## src/rtl/sonar_down_timer.sv

```systemverilog
// Down-counting timer with one-shot or periodic reload and a registered terminal-count pulse.
// The FSM is IDLE/RUN. Abort overrides everything except reset and loading the reload register.
module sonar_down_timer #(
   parameter int WIDTH = 6
) (
   input  logic             clk,
   input  logic             reset,
   input  logic             enable,
   input  logic             load,
   input  logic [WIDTH-1:0] load_value,
   input  logic             start,
   input  logic             abort,
   input  logic             auto_reload,
   output logic [WIDTH-1:0] q,
   output logic             busy,
   output logic             done
);

   typedef enum logic {IDLE, RUN} state_t;

   localparam logic [WIDTH-1:0] ONE = WIDTH'(1);

   state_t           state_q;
   logic [WIDTH-1:0] q_q;
   logic [WIDTH-1:0] reload_q;
   logic             done_q;
   logic [WIDTH-1:0] eff_reload_d;

   // A load in the same cycle takes effect immediately for start and reload decisions.
   assign eff_reload_d = load ? load_value : reload_q;

   always_ff @(posedge clk) begin
      if (reset) begin
         state_q  <= IDLE;
         q_q      <= '0;
         reload_q <= '0;
         done_q   <= 1'b0;
      end else begin
         done_q <= 1'b0;
         if (load) begin
            reload_q <= load_value;
         end
         if (abort) begin
            state_q <= IDLE;
            q_q     <= '0;
         end else begin
            case (state_q)
               IDLE: begin
                  if (start) begin
                     if (eff_reload_d != '0) begin
                        q_q     <= eff_reload_d;
                        state_q <= RUN;
                     end
                  end else if (load) begin
                     q_q <= load_value;
                  end
               end
               RUN: begin
                  // A restart discards the running count without a done pulse.
                  if (start) begin
                     q_q <= eff_reload_d;
                  end else if (enable) begin
                     if (q_q != '0) begin
                        q_q <= q_q - ONE;
                     end else begin
                        done_q <= 1'b1;
                        if (auto_reload) begin
                           q_q <= eff_reload_d;
                        end else begin
                           state_q <= IDLE;
                        end
                     end
                  end
               end
               default: begin
                  state_q <= IDLE;
                  q_q     <= '0;
               end
            endcase
         end
      end
   end

   assign q    = q_q;
   assign busy = (state_q == RUN);
   assign done = done_q;

endmodule

```

## config.mk

```make
export PLATFORM = sky130hd
export DESIGN_NAME = sonar_down_timer
export DESIGN_NICKNAME = d
export VERILOG_FILES = /design/src/rtl/sonar_down_timer.sv
export SDC_FILE = /design/constraint.sdc
export NUM_CORES = 1
export LEC_CHECK = 0
export CAP_MARGIN = 10
export CORE_MARGIN = 1
export CORE_UTILIZATION = 43
export DETAILED_ROUTE_END_ITERATION = 8
export PLACE_DENSITY_LB_ADDON = 0.25
export SLEW_MARGIN = 10
export SYNTH_ARGS = -nofsm -noshare
export SYNTH_HDL_FRONTEND = slang
export SYNTH_SLANG_ARGS = --single-unit
```

## constraint.sdc

```tcl
create_clock -name clk -period 1.8 [get_ports clk]
set_input_delay 0.36 -clock clk [delete_from_list [all_inputs] [get_ports clk]]
set_output_delay 0.36 -clock clk [all_outputs]
set_load 0.01 [all_outputs]
```

==> results of run 1 <==
per-layer routing:
layer	wire (um)	track usage (%)
met1	999	27.4
met2	1460	49.0
met3	193	7.69
met4	102	18.3
met5	0	0
cell type report:
cell class	instances	area [sq um]
fillers	128	429
inverters	5	18.8
flip-flops and latches	14	282
clock buffers	4	36.3
repair buffers	50	424
multi-input cells	80	599
well taps	25	31.3
critical path, delay by kind of cell:
kind / cells / cell delay (ns)
muxes: 1 / 0.23
and+or+nand+nor: 2 / 0.63
buffers and inverters: 1 / 0.45
AOI/OAI and AO/OA: 2 / 0.34
sequential cells by signal, indices dropped and copies added (netlist names):
name and cells:
reload_q 6, busy 1, q 6, done 1
how the worst min path moves through the flow:
stage / slack (ns) / end
after floorplan: 0.47 / reload_q[3]$_SDFF_PP0_
after global placement: 0.53 / q[4]$_SDFFE_PP0P_
after detailed placement: 0.57 / q[5]$_SDFFE_PP0P_
after CTS: 0.59 / busy$_SDFF_PP0_
after global routing: 0.60 / q[5]$_SDFFE_PP0P_
final: 0.57 / q[5]$_SDFFE_PP0P_
power breakdown:
part	total (mW)	internal, mW	switching, mW
clock	0.243	0.123	0.120
sequential	0.347	0.327	0.0195
combinational	0.319	0.171	0.148
total	0.909	0.622	0.287
layout by cell type, fill, tap and decap left out, types with 4 or more instances in the layout:
cell type / count
clkdlybuf4s50_1: 15
nor3_1: 5
nor2b_1: 6
nor2_1: 12
inv_1: 5
mux2i_1: 4
a31oi_1: 5
buf_4: 30
dfxtp_1: 13
logic make-up (layout without fill, tap and decap cells):
| group | after synthesis | after routing |
|---|---|---|
| AO/OA/AOI/OAI | 27 | 27 |
| XOR/XNOR | 4 | 4 |
| adder cells (fa/ha/maj) | 2 | 2 |
| buffers and inverters | 11 | 59 |
| flip-flops | 14 | 14 |
| multiplexers | 6 | 6 |
| AND/OR/NAND/NOR | 41 | 41 |
stage by stage:
step / std cells / setup TNS (ns) / total power [mW] / hold slack [ns] / setup WS [ns]
floorplan: 105 / 0 / 0.495 / 0.474 / 0.00372
global placement: 171 / -2.93 / 0.630 / 0.533 / -0.494
detailed placement: 171 / -3.34 / 0.638 / 0.571 / -0.576
CTS: 176 / 0 / 0.878 / 0.585 / 0.0150
global route: 178 / -0.00130 / 0.946 / 0.604 / -0.00130
finish: 178 / 0 / 0.909 / 0.568 / 0.0222
repair_timing:
action | 4_1_cts | 5_1_grt
setup endpoints to repair | 6 | 5
hold endpoints to repair | 0 | 0
hold buffers | 0 | 0
setup buffers | 1 | 2
resized for setup | 9 | 8
pin swaps | 5 | 5
==> out/results.ini, run 1 <==
[floorplanning]
start_util_pct=48.3
die_y_um=47.2
core_area_sq_um=1820
dieArea_sq_um=2230
rows=15
fp.dieW_um=47.2
io_pins=21

[timing]
setup_viol=0
min_period_ns=1.78
hold_viol=0
drv_slew=0
min_period_over_period_pct=98.8
maxSlewHeadroom_pct=80.5
tightest_slew_ns=0.284
fin_skew_ns=0.00342
clock.fmax_ghz=0.562

[power]
ir_drop_mv=0.543
power.leakage_nw=0.595
p_per_area_nw_per_um2=653

[global_routing]
overflow=0
grt_antenna_before_repair=0
first_global_vias=999
grt_usage_pct=27.5
grt_max_degree=12
grt_pass1_wl_mm=4.15

[yosys]
async_reset_ff_share_pct=0
synth_cell_type_count=40
synth_fa_ha_area_share_pct=2.84
netlist.area_leader.share_pct=31.9
synth_top_family_by_area=simple AND/OR/NAND/NOR gates
synth.area.top_cells=dfxtp_1 (32%), nor2_1 (5.5%), mux2i_1 (4.6%), a31oi_1 (4.3%), nor2b_1 (4.3%)
synth_seq_cells=14
synth_top_area_cell=dfxtp_1
synth_seq_area_share_pct=31.9
yosysWarningCount=0
synth_edf_count=0
yosys-mux-area-fraction_pct=7.68
synth_compound_area_share_pct=23.0
syn_area_per_cell_sq_um=8.38
synthFlopType=dfxtp_1
syn-cell-area_sq_um=880
syn-num-nets=120
synth.most_common_cell=dfxtp_1
synthXorXnorAreaFrac_pct=3.98
synth_common_cells=dfxtp_1 (14), nor2_1 (13), a31oi_1 (6), nor2b_1 (6)
yosys.area_share.simple_pct=24.9
syn-instance-count=105

[routing]
vias_per_cell=5.77
vias=1027
firstDrtPassIters=4
drt_iter0_drc=54
ant_nets=0
drc_errors=0
routed_wirelength_mm=2.75
post_drt_wl_per_cell_um=15.5

[min_path]
hold_path.startpoint=q[5]$_SDFFE_PP0P_
hold_depth=2
min_path_type=flop to flop

[critical_path]
crit_arrival_ns=2.02
crit_path_end=q[0]$_SDFFE_PP0P_
crit_slowest_cell=or4b_4
worst-setup-path-type=input port to flop
r2r_slack_ns=0.11
worstReg2RegStart=q[1]$_SDFFE_PP0P_
reg2reg_depth=7
cp-end-kind=flop
path_cells=clkdlybuf4s50_1 > mux2i_2 > nand2_2 > or4b_4 > o211ai_1 > o221a_1
cp_max_fo=6
timing.rr.end=q[0]$_SDFFE_PP0P_
required_ns=2.04
worst_path_largest_cell_delay_ns=0.54
startpoint=load_value[0]
worst_setup_path_start_kind=input port

[clocking]
root_buffer=clkbuf_4
clock_latency_ns=0.29
htree_num_levels=1
cts_buffer_depth=2
cts.clk_slew.worst_paths_ns=0.10
clock_sinks=14
cts_tree=yes
numCtsBuffers=3

[cells_and_area]
nets=169
final_cell_area_sq_um=1390
drive_gt1_share_pct=32.7
fin_util_pct=76.4
syn_to_final_growth_pct=58.2
diodes=0

[placement]
port_buffers=20
placed_cell_area_sq_um=1280
gp_congestion=0.783
dp_hpwl_mm=2.01

[flow_run]
drv_cap=0

[status]
status=finished, final reports clean

(Power assumes the default switching activity.)
==> run 2: changes to the inputs <==
--- a/config.mk
+++ b/config.mk
@@ -7,10 +7,11 @@
 export LEC_CHECK = 0
 export CAP_MARGIN = 10
 export CORE_MARGIN = 1
-export CORE_UTILIZATION = 43
+export CORE_UTILIZATION = 52
 export DETAILED_ROUTE_END_ITERATION = 8
 export PLACE_DENSITY_LB_ADDON = 0.25
-export SLEW_MARGIN = 10
+export REMOVE_ABC_BUFFERS = 1
+export SLEW_MARGIN = 20
 export SYNTH_ARGS = -nofsm -noshare
 export SYNTH_HDL_FRONTEND = slang
 export SYNTH_SLANG_ARGS = --single-unit
==> constraint.sdc (replaced) <==
create_clock -name clk -period 2.2 [get_ports clk]
set_input_delay 0.44 -clock clk [delete_from_list [all_inputs] [get_ports clk]]
set_output_delay 0.44 -clock clk [all_outputs]
set_load 0.01 [all_outputs]
==> run 2 against run 1 <==
Worst setup slack better by 0.082 ns. Utilization is 2.3 points higher. Sequential power is 18% lower. Cell area is 13% lower. Clock-buffer cell count stayed put. Non-clock buffer count is 16 lower. Total power is 24% lower. Largest cell class unchanged.
==> out/results.ini, run 2 (synthesis results as in run 1) <==
[status]
status=finished, final reports clean  ; unchanged

[placement]
placed_cell_area_sq_um=1170  ; was 1280 sq um
gp_congestion=0.826  ; was 0.783
port_buffers=20  ; unchanged
dp_hpwl_mm=1.75  ; was 2.01 mm

[timing]
drv_slew=0  ; unchanged
hold_viol=0  ; unchanged
min_period_over_period_pct=95.3
fin_skew_ns=0.00107  ; was 0.00342 ns
maxSlewHeadroom_pct=60.2  ; was 80.5%
setup_viol=0  ; unchanged
rsz0062_at_grt=false
min_period_ns=2.10
clock.fmax_ghz=0.477
tightest_slew_ns=0.596  ; was 0.284 ns
hold_ws_ns=0.529  ; was 0.568 ns

[min_path]
min_path_type=flop to flop  ; unchanged

[critical_path]
worst_setup_path_start_kind=flop  ; was input port
crit_arrival_ns=1.66  ; was 2.02 ns
cp_max_fo=19  ; was 6
worst-setup-path-type=flop to output pin  ; was input port to flop
cp-end-kind=output pin  ; was flop
crit_path_end=busy  ; was q[0]$_SDFFE_PP0P_
worst_path_largest_cell_delay_ns=0.71  ; was 0.54 ns
cp.depth=1  ; was 6
path_cells=clkdlybuf4s50_1  ; was clkdlybuf4s50_1 > mux2i_2 > nand2_2 > or4b_4 > o211ai_1 > o221a_1
path_buf_inv=1  ; unchanged
startpoint=busy$_SDFF_PP0_  ; was load_value[0]
crit_slowest_cell=dfxtp_1  ; was or4b_4
r2r_slack_ns=0.24  ; was 0.11 ns
required_ns=1.76  ; was 2.04 ns
worstReg2RegStart=q[0]$_SDFFE_PP0P_  ; was q[1]$_SDFFE_PP0P_
critPathTopFamily=flip-flops  ; was simple AND/OR/NAND/NOR gates
reg2reg_depth=8  ; was 7
timing.rr.end=q[5]$_SDFFE_PP0P_  ; was q[0]$_SDFFE_PP0P_

[global_routing]
overflow=0  ; unchanged
grt_usage_pct=27.1  ; was 27.5%
grt_pass1_wl_mm=3.79  ; was 4.15 mm
first_global_vias=880  ; was 999
grt_max_degree=20  ; was 12
grt_antenna_before_repair=0  ; unchanged

[flow_run]
drv_cap=0  ; unchanged

[routing]
firstDrtPassIters=4  ; unchanged
drt_iter0_drc=33  ; was 54
ant_nets=0  ; unchanged
routed_wirelength_mm=2.22  ; was 2.75 mm
post_drt_wl_per_cell_um=14.5  ; was 15.5 um
vias=927  ; was 1027
vias_per_cell=6.06  ; was 5.77
drc_errors=0  ; unchanged

[cells_and_area]
fin_util_pct=78.7  ; was 76.4%
diodes=0  ; unchanged
drive_gt1_share_pct=18.2  ; was 32.7%
syn_to_final_growth_pct=38.0  ; was 58.2%
final_cell_area_sq_um=1210  ; was 1390 sq um
final_common_cell=clkdlybuf4s50_1  ; was buf_4
mostFrequentLayoutCells=clkdlybuf4s50_1 (20), dfxtp_1 (14), buf_4 (14)  ; was buf_4 (30), clkdlybuf4s50_1 (15), dfxtp_1 (13)
nets=153  ; was 169

[clocking]
htree_num_levels=1  ; unchanged
cts_tree=yes  ; unchanged
cts_buffer_depth=2  ; unchanged
cts_hold_buf=0  ; unchanged
root_buffer=clkbuf_4  ; unchanged
post_cts_buffers=0  ; was 1
numCtsBuffers=3  ; unchanged
clock_sinks=14  ; unchanged
cts.clk_slew.worst_paths_ns=0.09  ; was 0.10 ns
clock_latency_ns=0.29  ; about the same

[floorplanning]
dieArea_sq_um=1860  ; was 2230 sq um
core_area_sq_um=1540  ; was 1820 sq um
start_util_pct=57.1  ; was 48.3%
fp.dieW_um=43.1  ; was 47.2 um
die_y_um=43.1  ; was 47.2 um
rows=14  ; was 15
io_pins=21  ; unchanged

[power]
p_per_area_nw_per_um2=567  ; was 653 nW/um^2
ir_drop_mv=0.391  ; was 0.543 mV
power.leakage_nw=0.497  ; was 0.595 nW

## run 2: cell type report
cell class,count,area (sq um)
Multi-Input combinational cell,80,553
Inverter,5,18.8
Fill cell,118,328
Sequential cell,14,280
Timing Repair Buffer,34,305
Clock buffer,4,36.3
Tap cell,16,20.0
## run 2: repair_timing
| item | CTS | global route |
|---|---|---|
| setup endpoints to repair | 0 | 4 |
| endpoints found under the hold margin | 0 | 0 |
| gates resized for setup | 0 | 1 |
## run 2: where the power goes
group          switching, mW  total [mW]  internal (mW)  leakage, nW
Sequential            0.0187       0.286          0.268        0.115
Combinational         0.0972       0.207          0.110        0.361
Clock                 0.0936       0.195          0.101       0.0210
Total                  0.209       0.688          0.479        0.497
## run 2: per-stage QoR
step,TNS (ns),setup slack [ns],cells,power [mW]
floorplan,0,0.416,99,0.395
global placement,-0.996,-0.183,149,0.488
detailed placement,-1.29,-0.251,149,0.496
CTS,0,0.0472,153,0.687
global route,0,0.0414,153,0.722
finish,0,0.104,153,0.688
## run 2: worst min-delay path by stage
stage / to / cells after the start / start / slack [ns]
6_report: reload_q[4]$_SDFF_PP0_ / 2 / reload_q[4]$_SDFF_PP0_ / 0.53
5_1_grt: reload_q[4]$_SDFF_PP0_ / 2 / reload_q[4]$_SDFF_PP0_ / 0.59
4_1_cts: reload_q[4]$_SDFF_PP0_ / 2 / reload_q[4]$_SDFF_PP0_ / 0.54
3_5_place_dp: reload_q[4]$_SDFF_PP0_ / 2 / reload_q[4]$_SDFF_PP0_ / 0.52
3_3_place_gp: reload_q[3]$_SDFF_PP0_ / 2 / reload_q[3]$_SDFF_PP0_ / 0.50
2_1_floorplan: reload_q[3]$_SDFF_PP0_ / 2 / reload_q[3]$_SDFF_PP0_ / 0.47
## run 2: worst reg2reg max path, delay by kind of cell, from the launching register on
family | cells | cell delay, ns
buf+inv | 2 | 0.26
compound gates | 4 | 0.82
simple gates | 1 | 0.13
flops | 1 | 0.41
fa+ha+maj | 1 | 0.21
## run 2: metal layers
metal / track usage (%) / part of all wire (%) / vias to the layer above
met5: 0 / 0 / -
met4: 11.5 / 2.0 / 0
met3: 4.26 / 4.0 / 7
met2: 47.5 / 52 / 34
met1: 32.0 / 42 / 433
li1: - / - / 453
==> run 3: changes to the inputs <==
--- a/config.mk
+++ b/config.mk
@@ -8,6 +8,7 @@
 export CAP_MARGIN = 10
 export CORE_MARGIN = 1
 export CORE_UTILIZATION = 52
+export CTS_CLUSTER_DIAMETER = 200
 export DETAILED_ROUTE_END_ITERATION = 8
 export PLACE_DENSITY_LB_ADDON = 0.25
 export REMOVE_ABC_BUFFERS = 1
==> results of run 3 <==
Final layout, timing and power as in run 2 (identical DEF).
